--- config.mk ---
export PLATFORM = sky130hd
export DESIGN_NAME = if_stage
export DESIGN_NICKNAME = d
export VERILOG_FILES = /design/src/rtl/if_stage_pkg.sv /design/src/rtl/if_fifo.sv /design/src/rtl/if_stage.sv
export SDC_FILE = /design/constraint.sdc
export NUM_CORES = 1
export LEC_CHECK = 0
export CAP_MARGIN = 40
export CELL_PAD_IN_SITES_DETAIL_PLACEMENT = 2
export CELL_PAD_IN_SITES_GLOBAL_PLACEMENT = 2
export CORE_UTILIZATION = 34
export CTS_CLUSTER_DIAMETER = 50
export DETAILED_ROUTE_END_ITERATION = 8
export PLACE_DENSITY = 0.85
export SYNTH_ARGS = -nofsm -noshare
export SYNTH_HDL_FRONTEND = slang
export SYNTH_SLANG_ARGS = --single-unit
--- constraint.sdc ---
create_clock -name clk -period 5.08 [get_ports clk]
set_input_delay 0.508 -clock clk [delete_from_list [all_inputs] [get_ports clk]]
set_output_delay 0.508 -clock clk [all_outputs]
set_load 0.03 [all_outputs]
--- src/rtl/if_stage_pkg.sv ---
// Shared constants and state encoding for the instruction-fetch stage.
// Holds the NOP filler word and the RUN/HALT fetch state codes.
package if_stage_pkg;

    localparam logic [31:0] NOP_INSTR = 32'h0000_0013;

    typedef enum logic {
        IF_RUN  = 1'b0,
        IF_HALT = 1'b1
    } if_state_e;

endpackage

--- src/rtl/if_fifo.sv ---
// Synchronous in-order return FIFO for fetched {instr, pc} pairs.
// Flush has priority over push and pop; push on full is only taken with a pop.
module if_fifo #(
    parameter int DEPTH = 2,
    parameter int WIDTH = 64,
    parameter int CW    = $clog2(DEPTH) + 1
) (
    input  logic             clk,
    input  logic             rst,
    input  logic             push,
    input  logic             pop,
    input  logic             flush,
    input  logic [WIDTH-1:0] wdata,
    output logic [WIDTH-1:0] rdata,
    output logic [CW-1:0]    count,
    output logic             full,
    output logic             empty
);

    localparam int PW = $clog2(DEPTH);

    logic [WIDTH-1:0] mem_q [DEPTH];
    logic [PW-1:0]    wptr_q, wptr_d;
    logic [PW-1:0]    rptr_q, rptr_d;
    logic [CW-1:0]    cnt_q, cnt_d;
    logic             do_push, do_pop;

    assign full  = (cnt_q == CW'(DEPTH));
    assign empty = (cnt_q == '0);
    assign count = cnt_q;
    assign rdata = mem_q[rptr_q];

    always_comb begin
        do_pop  = pop & ~empty & ~flush;
        do_push = push & ~flush & (~full | do_pop);
        wptr_d  = wptr_q;
        rptr_d  = rptr_q;
        cnt_d   = cnt_q + CW'(do_push) - CW'(do_pop);
        if (do_push) wptr_d = wptr_q + PW'(1);
        if (do_pop)  rptr_d = rptr_q + PW'(1);
        if (flush) begin
            wptr_d = '0;
            rptr_d = '0;
            cnt_d  = '0;
        end
    end

    always_ff @(posedge clk) begin
        if (!rst) begin
            wptr_q <= '0;
            rptr_q <= '0;
            cnt_q  <= '0;
        end else begin
            wptr_q <= wptr_d;
            rptr_q <= rptr_d;
            cnt_q  <= cnt_d;
        end
    end

    always_ff @(posedge clk) begin
        if (do_push) mem_q[wptr_q] <= wdata;
    end

endmodule

--- src/rtl/if_stage.sv ---
// Instruction-fetch stage: PC, imem request issue, redirect and wrong-path discard.
// Define IF_MISALIGN_CHK_EN to trap misaligned redirects into a sticky HALT.
import if_stage_pkg::*;

module if_stage #(
    parameter int                   WORD_SIZE  = 32,
    parameter int                   ADDR_SIZE  = 10,
    parameter logic [WORD_SIZE-1:0] RESET_PC   = '0,
    parameter int                   FIFO_DEPTH = 2
) (
    input  logic                 clk,
    input  logic                 rst,
    output logic                 imem_req,
    output logic [ADDR_SIZE-1:0] imem_addr,
    input  logic                 imem_ready,
    input  logic                 imem_rvalid,
    input  logic [WORD_SIZE-1:0] imem_rdata,
    input  logic                 redirect,
    input  logic [WORD_SIZE-1:0] redirect_pc,
    output logic [WORD_SIZE-1:0] instr,
    output logic [WORD_SIZE-1:0] instr_pc,
    output logic                 instr_valid,
    input  logic                 id_ready,
    output logic                 fetch_fault
);

    localparam int CW = $clog2(FIFO_DEPTH) + 1;
    localparam int FW = 2 * WORD_SIZE;

    logic [WORD_SIZE-1:0] pc_q, pc_d;
    logic [CW-1:0]        outst_q, outst_d;
    logic [CW-1:0]        disc_q, disc_d;
    if_state_e            state_q, state_d;
    logic                 live_q;

    logic [CW-1:0]        fifo_cnt;
    logic                 fifo_full, fifo_empty;
    logic [FW-1:0]        fifo_wdata, fifo_rdata;

    logic                 issue, resp, drop, push, pop, misalign;
    logic [CW:0]          inflight;
    logic [WORD_SIZE-1:0] tgt_pc, resp_pc;

    assign imem_addr = pc_q[ADDR_SIZE+1:2];

    always_comb begin
        misalign = 1'b0;
`ifdef IF_MISALIGN_CHK_EN
        misalign = redirect & (redirect_pc[1:0] != 2'b00);
`endif
        tgt_pc   = redirect_pc & ~WORD_SIZE'(3);
        inflight = {1'b0, outst_q} + {1'b0, fifo_cnt};
        // live_q keeps the first request one cycle clear of reset
        imem_req = live_q & (state_q == IF_RUN) & ~fifo_full
                 & (inflight < (CW+1)'(FIFO_DEPTH)) & ~redirect;
        issue    = imem_req & imem_ready;
        resp     = imem_rvalid & (outst_q != '0);
        drop     = resp & (redirect | (disc_q != '0) | (state_q != IF_RUN));
        push     = resp & ~drop;
        // oldest kept request sits outst_q words behind the current PC
        resp_pc  = pc_q - (WORD_SIZE'(outst_q) << 2);
        fifo_wdata = {imem_rdata, resp_pc};
        instr_valid = ~fifo_empty & ~redirect & (state_q == IF_RUN);
        pop      = instr_valid & id_ready;
        instr    = fifo_empty ? WORD_SIZE'(NOP_INSTR)
                              : fifo_rdata[FW-1:WORD_SIZE];
        instr_pc = fifo_empty ? '0 : fifo_rdata[WORD_SIZE-1:0];
    end

    always_comb begin
        pc_d    = pc_q;
        outst_d = outst_q + CW'(issue) - CW'(resp);
        disc_d  = disc_q;
        state_d = state_q;
        if (redirect) begin
            disc_d = outst_q - CW'(resp);
            if (misalign) state_d = IF_HALT;
            else          pc_d    = tgt_pc;
        end else begin
            if (resp && (disc_q != '0)) disc_d = disc_q - CW'(1);
            if (issue) pc_d = pc_q + WORD_SIZE'(4);
        end
    end

`ifdef IF_MISALIGN_CHK_EN
    assign fetch_fault = (state_q == IF_HALT);
`else
    assign fetch_fault = 1'b0;
`endif

    always_ff @(posedge clk) begin
        if (!rst) begin
            pc_q    <= RESET_PC;
            outst_q <= '0;
            disc_q  <= '0;
            state_q <= IF_RUN;
            live_q  <= 1'b0;
        end else begin
            pc_q    <= pc_d;
            outst_q <= outst_d;
            disc_q  <= disc_d;
            state_q <= state_d;
            live_q  <= 1'b1;
        end
    end

    if_fifo #(
        .DEPTH (FIFO_DEPTH),
        .WIDTH (FW),
        .CW    (CW)
    ) u_fifo (
        .clk   (clk),
        .rst   (rst),
        .push  (push),
        .pop   (pop),
        .flush (redirect),
        .wdata (fifo_wdata),
        .rdata (fifo_rdata),
        .count (fifo_cnt),
        .full  (fifo_full),
        .empty (fifo_empty)
    );

endmodule

* Word level (Yosys, flattened, before mapping)
Memory sizes are Yosys's and may differ from the RTL's. A register that Yosys moved wholly into a read port is not among the register bits.
Index checks and enable logic that the tools add are counted.
** Storage, ports and cells
- Bits in registers :: 41
- RAM bits :: 128
- Output and inout port bits :: 77
- Word-level logic and storage cells :: 60
- Memories :: 1
** Memory list
- u_fifo.mem_q :: words 2, width 64, read ports 1, clocked after Yosys merged registers in 1, write ports 1, RTL line if_fifo.sv:22 : logic [WIDTH-1:0] mem_q [DEPTH];
** Operators by class
- Add/subtract/negate cells :: 11
- Magnitude comparators :: 1
- Eq/ne operators :: 1
- Mux-type cells :: 11
- Bitwise logic cells :: 20
- Reduce and logical (&&, ||, !) cells :: 7
** Operator list (number)
- $mux 32 :: 4
- $add 32x3->32 const B :: 1
- $sub 32x4->32 :: 1
- $and 1x1->1 :: 13
- $reduce_bool 2->1 :: 4
- $sub 2x1->2 :: 3
- $mux 1 :: 5
- $not 1->1 :: 5
- $add 2x1->2 :: 2
- $mux 2 :: 2
- $add 2x2->3 :: 1
- $lt 3x2->1 const B :: 1
- $add 1x1->1 const B :: 2
- $eq 2x2->1 const B :: 1
- $logic_not 2->1 :: 1
- $or 1x1->1 :: 2
- $reduce_or 2->1 :: 1
- $sub 2x1->2 const B :: 1
- $logic_and 1x1->1 :: 1

* Depth between registers and ports, before layout
- Depth in word-level cells :: 10
- Depth in mapped cells :: 14
- Depth with buffers taken out :: 12

* Modules after synthesis
A second synthesis with hierarchy kept.
** Unflattened totals
- Cells, all modules :: 691
- Area total of the unflattened synthesis :: 8225.4 µm²
** Modules (own cells, without submodules)
- if_fifo :: instances 1, cells an instance 235, area an instance 4913.5 µm²
- if_stage :: instances 1, cells an instance 456, area an instance 3311.9 µm²

* Worst setup path before layout
Ideal clock, no wire load.
- Path kind :: input port to flip-flop
- Start :: input port redirect
- End :: memory u_fifo.mem_q[0][10] (enable)
- Library setup time :: 490 ps
- Arrival :: 3831 ps
- Data required time :: 4590 ps
- Path slack :: 760 ps
- Stages :: 4
- Cell sequence :: buf_2 -> inv_1 -> o2111a_1 -> nor2b_1
** Between the ends
- Longest elaborated chain between the ends :: 9
** RTL lines
- start, declared :: RTL line if_stage.sv:18 : input logic redirect,
- $not 1->1 :: RTL line if_fifo.sv:34, if_fifo.sv:35, if_stage.sv:63
- $and 1x1->1 :: RTL line if_stage.sv:63 : instr_valid = ~fifo_empty & ~redirect & (state_q == IF_RUN);
- $and 1x1->1 :: RTL line if_stage.sv:64 : pop = instr_valid & id_ready;
- $and 1x1->1 (2 in a row) :: RTL line if_fifo.sv:34 : do_pop = pop & ~empty & ~flush;
- $or 1x1->1 :: RTL line if_fifo.sv:35 : do_push = push & ~flush & (~full | do_pop);
- $and 1x1->1 * :: RTL line if_fifo.sv:35
- $mux 1 * :: RTL line if_fifo.sv:61 : if (do_push) mem_q[wptr_q] <= wdata;
- $mux 1 (implied by the code) * :: RTL line if_fifo.sv:61
- end, declared :: RTL line if_fifo.sv:22
Every way passes the cells marked *; elsewhere a longest branch is shown, timed or not.

* Worst setup path after layout
- Start :: register u_fifo.cnt_q[0] (netlist: u_fifo.count[0])
- End :: output port imem_req
** Between the ends
- Longest elaborated chain between the ends :: 5
** RTL lines
- start, declared :: RTL line if_fifo.sv:25 : logic [CW-1:0] cnt_q, cnt_d;
- start signal, assigned :: RTL line if_fifo.sv:56 : cnt_q <= cnt_d;
- parallel branches: the longest is 3 deep, another holds $add 2x2->3
- $and 1x1->1 * (2 in a row) :: RTL line if_stage.sv:55 : & (inflight < (CW+1)'(FIFO_DEPTH)) & ~redirect;
- end, declared :: RTL line if_stage.sv:13 : output logic imem_req,
Every way passes the cells marked *.

==> metrics.sh <==
GRT.MET2_USAGE=0.359
DRTITER0DRC=281
LAYOUT_COMMON_CELLS='clkdlybuf4s50_1 (141), edfxtp_1 (124), nor2_1 (88), mux2i_1 (64), dfxtp_1 (39)'
CLK_PIN_SLEW_NS=0.07
FP-ROW-COUNT=54
SYNTH-ASYNC-RESET-RATIO=0
BUFFER_PORTS.INSERTED=141
ANTENNA_FOUND_INITIAL=0
POST-CTS-SETUP-BUFFERS=0
IRDROPWORSTVDD_mV=0.208
R2R-START='u_fifo.count[0]$_SDFF_PP0_'
SYNTH_ENABLE_FLOP_CELLS=124
POWER.SHARE.SEQUENTIAL=0.474
SYNTH-SEQ-AREA-SHARE=0.582
WORSTSKEWPAIRLATENCY_NS=0.43
DRT.ANTENNA.VIOLATING_NETS=0
LAYOUT_WORST_PATH_CYCLE_SHARE=0.689
CRITPATHSLOWESTCELL='clkdlybuf4s50_1'
TIMING.CRITICAL_PATH.FROM_TYPE='flip-flop'
NUMCTSBUFFERS=17
CRIT_PATH_MAX_INCR_DELAY_NS=0.68
OVERALL_DIE_WIDTH_UM=153
START_UTIL=0.352
CTS.HTREE.LEVELS=4
FINALWORSTPATHREQUIREDPERIOD_NS=3.50
POWER.TOTAL_W=0.00344
TIMING.CRITICAL_PATH.FROM='u_fifo.count[0]$_SDFF_PP0_'
ROUTE.DETAILED.WL_PER_INST_UM=21.4
TIMING_WORST_SETUP_PATH_TYPE='flip-flop to output pin'
GRT_PASS1_VIAS=6225
REG2REGPATHDEPTH=13
POST_CTS_HOLD_FIX_BUFS=0
CP.DEPTH=6
INTERNAL_POWER_W=0.00247
VIA_PER_INST=5.32
DRT_FIRST_PASS_ITERS=4
SYNTH_SEQ_CELLS=164
BOUNDARYPINS=147
GRT_OVERFLOW_TOTAL=0
CRITICAL_PATH_ARRIVAL_NS=2.99
FIRST_PASS_GRT_WIRE_LENGTH_UM=35900
DIE_AREA_MM2=0.0235
LARGEST_AREA_CONTRIBUTOR_IN_THE_NETLIST='edfxtp_1'
FINALNETCOUNT=860
P_CLK_FRAC=0.365
REG2REG_SETUP_SLACK_NS=1.65
CRITPATHCAPTURETYPE='output pin'
CRIT_END='imem_req'
AREA_OF_THE_CORE_REGION_MM2=0.0221
ROUTE.DETAILED.DRC=0
SWITCHING_POWER_W=0.000974
POWER_DENSITY_mW_PER_MM2=346
SETUP_SLACK_NS=1.58
TIMING.HOLD.WORST.CLASS='flip-flop to flip-flop'
P_LEAK_nW=3.31
FINAL.SETUP.TNS_NS=0
GRT_SETUP_UNREPAIRED='false'
SYNTH.CELL_AREA_MM2=0.00778
SYNTHFLOPTYPE='edfxtp_1'
P_COMB_FRAC=0.161
REQUIRED_NS=4.57
CLOCK_PATH_BUFFERS=2
ROUTED-VIA-COUNT=5698
CLOCK_TREE_FROM_TRITONCTS='yes'
GRT_USE_MET1=0.243
POST-PLACE-WS_NS=1.67
TIGHTESTPINTRANSITION_NS=0.909
FLOW.AREA_GROWTH_FROM_SYNTHESIS_PCT=27.9
RR_ENDPOINT='outst_q[1]$_SDFF_PN0_'
CRIT_PATH_BUF_INV_COUNT=2
FINALSETUPVIOLATIONS=0
HPWLAFTERDP_UM=15600
CRIT_FAMILY='buffers and inverters'
YS.WARNINGS.COUNT=0
MAXSLEWVIOLCOUNT=0
GRT_USE_MET3=0.0357
WIRELENGTH_UM=23000
FMAX_MHz=286
OUTCOME='complete, no violations'
POST_SYNTH_NUM_CELL_TYPES=57
GRT_MAX_DEGREE=63
FINCLKSKEW_NS=0.0133
MOST_AREA_CONSUMING_CELLS_AFTER_SYNTHESIS='edfxtp_1 (48%), dfxtp_1 (10%), mux2i_1 (8.2%), nor2_1 (4.3%), xor2_1 (2.8%)'
YOSYS_TOP_CELL_AREA_SHARE=0.479
PATH_MAX_FANOUT=7
GLOBAL_ROUTE.USAGE.TOTAL=0.201
CTS_ROOT_BUFFER='clkbuf_16'
DRIVE_ABOVE_1_SHARE=0.0783
FINALHOLDVIOLCOUNT=0
POST_SYNTH_INST_COUNT=668
CAP_VIOL_MAX_COUNT=0
ANTENNA_CELLS_INSERTED=0
NUMBER_OF_GATES_GIVEN_A_NEW_DRIVE_STRENGTH_AFTER_CTS=0
FP.DIEH_UM=153
CLOCK_SINK_COUNT=164
GP_CONGESTION=0.840
MOST_COMMON_LIBRARY_CELL_IN_THE_LAYOUT_IGNORING_FILL_AND_TAPS='clkdlybuf4s50_1'
FINALHOLDWORSTSLACK_NS=0.547
POWER.SWITCHING_FRACTION=0.283
MAX_SLEW_MARGIN=0.394
SYN_AREA_PER_CELL_UM2=11.6
WORSTPATHCELLLIST='inv_1 -> nor2_1 -> fa_1 -> nor4b_4 -> and2_1 -> clkdlybuf4s50_1'
GRT.BUSIEST_LAYER='met2'
## worst min-delay path, cell delays in order (launching register included)
cell,delay [ns]
dfxtp_1,0.34
xor2_1,0.09
nor2_1,0.08
## registers in the layout, summed over array words and instances, names as in the netlist, named ones only
signal         flops
pc_q              30
u_fifo.mem_q     124
u_fifo.count       2
outst_q            2
u_fifo.wptr_q      1
u_fifo.rptr_q      1
disc_q             2
live_q             1
## power by group through the flow
stage	Clock (W)	Sequential (W)	Combinational, W
after floorplan	0	0.00162	0.000364
after global placement	0	0.00165	0.000511
after detailed placement	0	0.00166	0.000550
after CTS	0.00128	0.00163	0.000562
after global routing	0.00133	0.00164	0.000601
final	0.00126	0.00163	0.000553
## worst min path at each step
stage                                           from  slack (ns)  cells past startpoint                          to
after floorplan           u_fifo.rptr_q$_SDFFE_PP0P_        0.47                      2                   flip-flop
after global placement    u_fifo.rptr_q$_SDFFE_PP0P_        0.48                      2                   flip-flop
after detailed placement  u_fifo.rptr_q$_SDFFE_PP0P_        0.51                      2  u_fifo.rptr_q$_SDFFE_PP0P_
after CTS                 u_fifo.rptr_q$_SDFFE_PP0P_        0.55                      2  u_fifo.rptr_q$_SDFFE_PP0P_
after global routing      u_fifo.rptr_q$_SDFFE_PP0P_        0.58                      2  u_fifo.rptr_q$_SDFFE_PP0P_
final                     u_fifo.rptr_q$_SDFFE_PP0P_        0.55                      2  u_fifo.rptr_q$_SDFFE_PP0P_
## stage by stage
step	instances	cell area, µm²	utilization
final	1072	9950	0.450
after global routing	1072	9950	0.450
after CTS	1072	9950	0.450
after detailed placement	1040	9380	0.424
after global placement	1035	9310	0.421
after floorplan	670	7780	-
## cell families (layout without fill, tap and decap cells)
kind of cell,after synthesis,count (layout),synth area share
other cells,1,3,0.000482
buf+inv,80,202,0.0478
fa+ha+maj,11,11,0.0196
xor+xnor,48,48,0.0541
compound gates,72,72,0.0578
flops,164,164,0.582
mux,66,66,0.0853
simple gates,226,226,0.153
## Yosys cell counts (5+ instances only)
| library cell | count |
|---|---|
| a31oi_1 | 6 |
| nand4_1 | 21 |
| edfxtp_1 | 124 |
| and4_1 | 7 |
| o21ai_0 | 23 |
| xnor2_1 | 23 |
| inv_1 | 17 |
| mux2i_1 | 64 |
| buf_2 | 6 |
| nor4_1 | 5 |
| nor3_1 | 11 |
| and3_1 | 8 |
| nor2_1 | 89 |
| xor2_1 | 25 |
| clkbuf_1 | 37 |
| nand3_1 | 21 |
| dfxtp_1 | 40 |
| buf_4 | 15 |
| ha_1 | 9 |
| nand2_1 | 29 |
| o211ai_1 | 5 |
| a21oi_1 | 18 |
## layer usage
layer | share of wire | vias to the layer above
met5 | 0 | -
met4 | 0.017 | 0
met3 | 0.039 | 21
met2 | 0.52 | 157
met1 | 0.42 | 2887
li1 | - | 2633
## layout make-up
class	count	area (µm²)
Clock buffer	17	425
Clock inverter	15	148
Fill cell	2227	12100
Inverter	18	67.6
Multi-Input combinational cell	426	2900
Sequential cell	164	4530
Tap cell	280	350
Timing Repair Buffer	152	1530
Power figures use the tool's default switching activity.
==> patch 1 (same settings) <==
The option `IF_MISALIGN_CHK_EN` is turned on by a define.
--- a/src/rtl/if_stage.sv
+++ b/src/rtl/if_stage.sv
@@ -1,5 +1,7 @@
 // Instruction-fetch stage: PC, imem request issue, redirect and wrong-path discard.
 // Define IF_MISALIGN_CHK_EN to trap misaligned redirects into a sticky HALT.
+`define IF_MISALIGN_CHK_EN
+
 import if_stage_pkg::*;
 
 module if_stage #(
Formal check against the unedited RTL: not equivalent (Yosys sat finds a counterexample within 4 cycles, from zero or initial values and one cycle with rst low).
==> patch 1 against the original RTL <==
Utilization grew 0.077 points; clock skew shrank 2.6 ps; routed wire length rose by 1.9%; sequential share of layout area fell by 1.5 points; worst setup slack better by 35 ps; via count up 4.6%; maximum frequency increased by 1.0%; clock power is 8% higher; power up 9.8%; design area grew 3.9%; hold slack lost 11 ps; synthesized area rose by 3.6%; sequential cell count up 1; largest cell class unchanged.
==> patch 1: results (changes against the original RTL) <==
<table>
<tr><th>Metric</th><th>Value</th></tr>
<tr><th colspan="2">Yosys</th></tr>
<tr><td>Fraction of the mapped netlist area in compound gates</td><td>0.07530 (+0.01754)</td></tr>
<tr><td>Sequential area share after synthesis</td><td>0.5639 (-0.01793)</td></tr>
<tr><td>Synthesized-area fraction occupied by adder cells</td><td>0.01894 (-0.0006888)</td></tr>
<tr><td>Parity-gate share of the synthesized area counting xor and xnor cells</td><td>0.03804 (-0.01603)</td></tr>
<tr><td>Fraction of synthesized area in multiplexers</td><td>0.08073 (-0.004545)</td></tr>
<tr><td>Largest cells by area after synthesis</td><td>edfxtp_1, dfxtp_1, mux2i_1</td></tr>
<tr><td>Synth cell types</td><td>65 (+14%)</td></tr>
<tr><th colspan="2">Drt</th></tr>
<tr><td>First-pass iteration count of the detailed router</td><td>5 (+1)</td></tr>
<tr><td>Wirelength, routed</td><td>23,430 um (+1.9%)</td></tr>
<tr><td>Detailed Route Iter0 Violations</td><td>346 (+23%)</td></tr>
<tr><td>Total via count after detailed routing</td><td>5,959 (+4.6%)</td></tr>
<tr><th colspan="2">Power</th></tr>
<tr><td>Leakage power of the design</td><td>3.435 nW (+3.7%)</td></tr>
<tr><td>Fraction of power consumed by the clock network</td><td>0.360 (-0.005)</td></tr>
<tr><td>Proportion of power drawn by flip-flops and latches</td><td>0.443 (-0.031)</td></tr>
<tr><td>Net switching component of the power</td><td>1.107 mW (+14%)</td></tr>
<tr><th colspan="2">Global routing</th></tr>
<tr><td>GRT met3 Usage</td><td>0.03389 (-0.001836)</td></tr>
<tr><td>Largest net degree at the start of global routing</td><td>44 (-30%)</td></tr>
<tr><td>Met1 Use GR</td><td>0.2456 (+0.002302)</td></tr>
<tr><td>Wire length of the first global-routing pass</td><td>36,520 um (+1.6%)</td></tr>
<tr><th colspan="2">Place</th></tr>
<tr><td>Post-detailed-placement half-perimeter wirelength</td><td>16,320 um (+4.5%)</td></tr>
<tr><td>Count of buffers from port buffering</td><td>144 (+2.1%)</td></tr>
<tr><th colspan="2">Outcome</th></tr>
<tr><td>Outcome</td><td>finished clean</td></tr>
<tr><th colspan="2">Setup path</th></tr>
<tr><td>Depth of the most critical reg-to-reg path</td><td>12 (-1)</td></tr>
<tr><td>CP max FO</td><td>4 (-3)</td></tr>
<tr><td>Top Family by Delay on Critical Path</td><td>simple AND/OR/NAND/NOR gates</td></tr>
<tr><th colspan="2">Final layout</th></tr>
<tr><td>Count of multi-input gates</td><td>466 (+9.4%)</td></tr>
<tr><td>Sequential Area</td><td>0.004548 mm2 (+0.44%)</td></tr>
<tr><td>Fraction of final layout cells with drive strength greater than 1</td><td>0.07794 (-0.0003452)</td></tr>
<tr><td>Fraction of area in multi-input gates</td><td>0.3054 (+0.01350)</td></tr>
</table>
[patch 1: cell types whose count changed after synthesis, sizes merged, moves of 7 or more]
cell / before / now
nand2: 29 / 39
o21ai: 23 / 16
buf: 25 / 39
nor4: 8 / 15
nor2: 89 / 109
clkbuf: 37 / 26
nand4: 22 / 13
nand3: 21 / 31
xor2: 25 / 18
[patch 1: routing by layer]
metal	vias up	routed length (um)
li1	2807	-
met1	2977	10130
met2	145	11920
met3	30	931
met4	0	453
met5	-	0
[patch 1: per-stage QoR]
stage	power (mW)	instances	utilization	worst slack (ps)	hold slack [ps]
after CTS	3.820	1147	0.4511	1605	543.0
after global routing	3.938	1147	0.4511	1415	583.8
after global placement	2.376	1113	0.4218	1918	496.3
after detailed placement	2.445	1115	0.4242	1720	517.2
after floorplan	2.155	714	-	1332	481.2
final	3.777	1147	0.4511	1617	536.4
==> patch 2 (same flow settings) <==
Without the edit above. Reset style: asynchronous (`rst`), changed in 2 clocked blocks.
--- a/src/rtl/if_fifo.sv
+++ b/src/rtl/if_fifo.sv
@@ -45,7 +45,7 @@
         end
     end
 
-    always_ff @(posedge clk) begin
+    always_ff @(posedge clk or negedge rst) begin
         if (!rst) begin
             wptr_q <= '0;
             rptr_q <= '0;
--- a/src/rtl/if_stage.sv
+++ b/src/rtl/if_stage.sv
@@ -88,7 +88,7 @@
     assign fetch_fault = 1'b0;
 `endif
 
-    always_ff @(posedge clk) begin
+    always_ff @(posedge clk or negedge rst) begin
         if (!rst) begin
             pc_q    <= RESET_PC;
             outst_q <= '0;
Formal check against the unedited RTL: differs if rst is asserted again (counterexample within 4 cycles, from zero or initial values and one cycle with rst low); with rst held inactive, the same outputs for 4 cycles.
==> patch 2 against the original RTL <==
Count of clock-buffer cells in the layout stayed put; synthesized area fell by 0.13%; sequential share of layout area is 1.9 points higher; design area decreased by 0.29%; worst setup slack lost 1.7 ps; maximum frequency about the same; clock skew shrank 2.3 ps; global-route usage shrank 0.65 points; routed wire length down 3.2%; power rose by 17%; sequential cell count shrank 1; via count decreased by 2.2%.
==> patch 2: results (changes against the original RTL) <==
<table>
<tr><th>Metric</th><th>Value</th></tr>
<tr><th colspan="2">Outcome</th></tr>
<tr><td>Outcome</td><td>finished clean</td></tr>
<tr><th colspan="2">Setup path</th></tr>
<tr><td>CP max FO</td><td>8 (+1)</td></tr>
<tr><td>Arrival time at the worst endpoint</td><td>3750 ps (+760 ps)</td></tr>
<tr><th colspan="2">Final layout</th></tr>
<tr><td>Fraction of final layout cells with drive strength greater than 1</td><td>0.06995 (-0.008335)</td></tr>
<tr><td>Number of cells in the finished layout apart from fillers</td><td>1,052 (-1.9%)</td></tr>
<tr><td>Nets</td><td>840 (-2.3%)</td></tr>
<tr><th colspan="2">Yosys</th></tr>
<tr><td>Synthesized-area fraction occupied by adder cells</td><td>0.01966 (+0.00002530)</td></tr>
<tr><td>Share of synthesized registers carrying an async set or reset</td><td>0.2393 (+0.2393)</td></tr>
<tr><td>Fraction of the mapped netlist area in compound gates</td><td>0.04382 (-0.01394)</td></tr>
<tr><td>Largest cells by area after synthesis</td><td>edfxtp_1, dfrtp_1, mux2i_1</td></tr>
<tr><td>Fraction of synthesized area in multiplexers</td><td>0.08120 (-0.004079)</td></tr>
<tr><td>Most common library cells after synthesis</td><td>edfxtp_1, nor2_1, mux2i_1</td></tr>
<tr><th colspan="2">Power</th></tr>
<tr><td>Worst VDD drop</td><td>0.1775 mV (-15%)</td></tr>
<tr><td>Share of total power consumed by net switching</td><td>0.3337 (+0.05041)</td></tr>
<tr><td>Leakage power of the design</td><td>3.384 nW (+2.2%)</td></tr>
<tr><th colspan="2">Global routing</th></tr>
<tr><td>Vias in the first global route</td><td>6,103 (-2.0%)</td></tr>
<tr><td>Wire length of the first global-routing pass</td><td>35,160 um (-2.2%)</td></tr>
<tr><td>GRT Util Overall</td><td>0.1945 (-0.006480)</td></tr>
<tr><th colspan="2">STA</th></tr>
<tr><td>Worst clock skew</td><td>10.99 ps (-2.275 ps)</td></tr>
<tr><th colspan="2">Drt</th></tr>
<tr><td>Routed length per placed instance</td><td>21.14 um (-1.4%)</td></tr>
<tr><td>Detailed-route vias per instance</td><td>5.296 (-0.37%)</td></tr>
<tr><td>Detailed Route Iter0 Violations</td><td>332 (+18%)</td></tr>
<tr><th colspan="2">Place</th></tr>
<tr><td>Post-detailed-placement half-perimeter wirelength</td><td>15,240 um (-2.5%)</td></tr>
<tr><td>Worst slack, placed</td><td>1530 ps (-135.4 ps)</td></tr>
<tr><td>Instance area at placement</td><td>0.009338 mm2 (-0.41%)</td></tr>
</table>
## patch 2: area by class of cell
type | instances | area (um2)
fill | 2209 | 12170
timing repair buffer | 150 | 1499
clock buffer | 17 | 425.4
sequential | 163 | 4703
clock inverter | 15 | 147.6
multi-input combinational | 410 | 2731
tap | 280 | 350.3
inverter | 17 | 63.81
## patch 2: critical path: stages (launching register included)
cell and delay, ps:
dfrtp_1 480, inv_1 140, ha_1 210, fa_1 260
nor4b_1 790, nand4_1 490, or4_4 560, nor2_1 170
xor2_1 220
## patch 2: kinds of logic (layout without fill, tap and decap cells)
| kind of cell | after synthesis | in the layout |
|---|---|---|
| multiplexers | 63 | 63 |
| other | 2 | 4 |
| AND/OR/NAND/NOR | 234 | 234 |
| flip-flops | 163 | 163 |
| adder cells (fa/ha/maj) | 11 | 11 |
| AO/OA/AOI/OAI | 55 | 55 |
| XOR/XNOR | 43 | 43 |
| buffers and inverters | 74 | 199 |
## patch 2: worst paths after layout
check / start / slack [ps] / to / cells past startpoint
hold reg to reg: outst_q[0] / 600 / outst_q[0] / 1
min in group asynchronous: rst / 510 / pc_q[31] / 2
max in group asynchronous: rst / 4070 / u_fifo.rptr_q / 3
hold / removal: redirect / 320 / u_fifo.count[1] / 2
setup / recovery: pc_q[2] / 1580 / u_fifo.mem_q[1][30] / 8
setup reg to reg: pc_q[2] / 1580 / u_fifo.mem_q[1][30] / 8
## patch 2: routing by layer
metal | global-route usage | vias up | wire (um)
met5 | 0 | - | 0
met4 | 0.07696 | 0 | 488
met3 | 0.02779 | 33 | 827
met2 | 0.3364 | 162 | 11330
met1 | 0.2446 | 2847 | 9592
li1 | - | 2529 | -
## patch 2: per-stage QoR
step / hold WS, ps / utilization
2_1_floorplan: 212.4 / -
3_3_place_gp: 548.8 / 0.4204
3_5_place_dp: 413.4 / 0.4226
4_1_cts: 303.9 / 0.4490
5_1_grt: 330.8 / 0.4490
6_report: 320.6 / 0.4490
## patch 2: timing repair
item / 4_1_cts / 5_1_grt
hold buffers: 1 / 0
hold endpoints to repair: 9 / 0
gates resized for setup: 0 / 0
## patch 2: power by group through the flow
| stage | Combinational [mW] | Sequential, mW | Clock [mW] |
|---|---|---|---|
| floorplan | 0.704 | 1.65 | 0 |
| global placement | 0.970 | 1.74 | 0 |
| detailed placement | 1.06 | 1.73 | 0 |
| CTS | 1.08 | 1.71 | 1.30 |
| global route | 1.14 | 1.72 | 1.34 |
| finish | 1.06 | 1.71 | 1.27 |
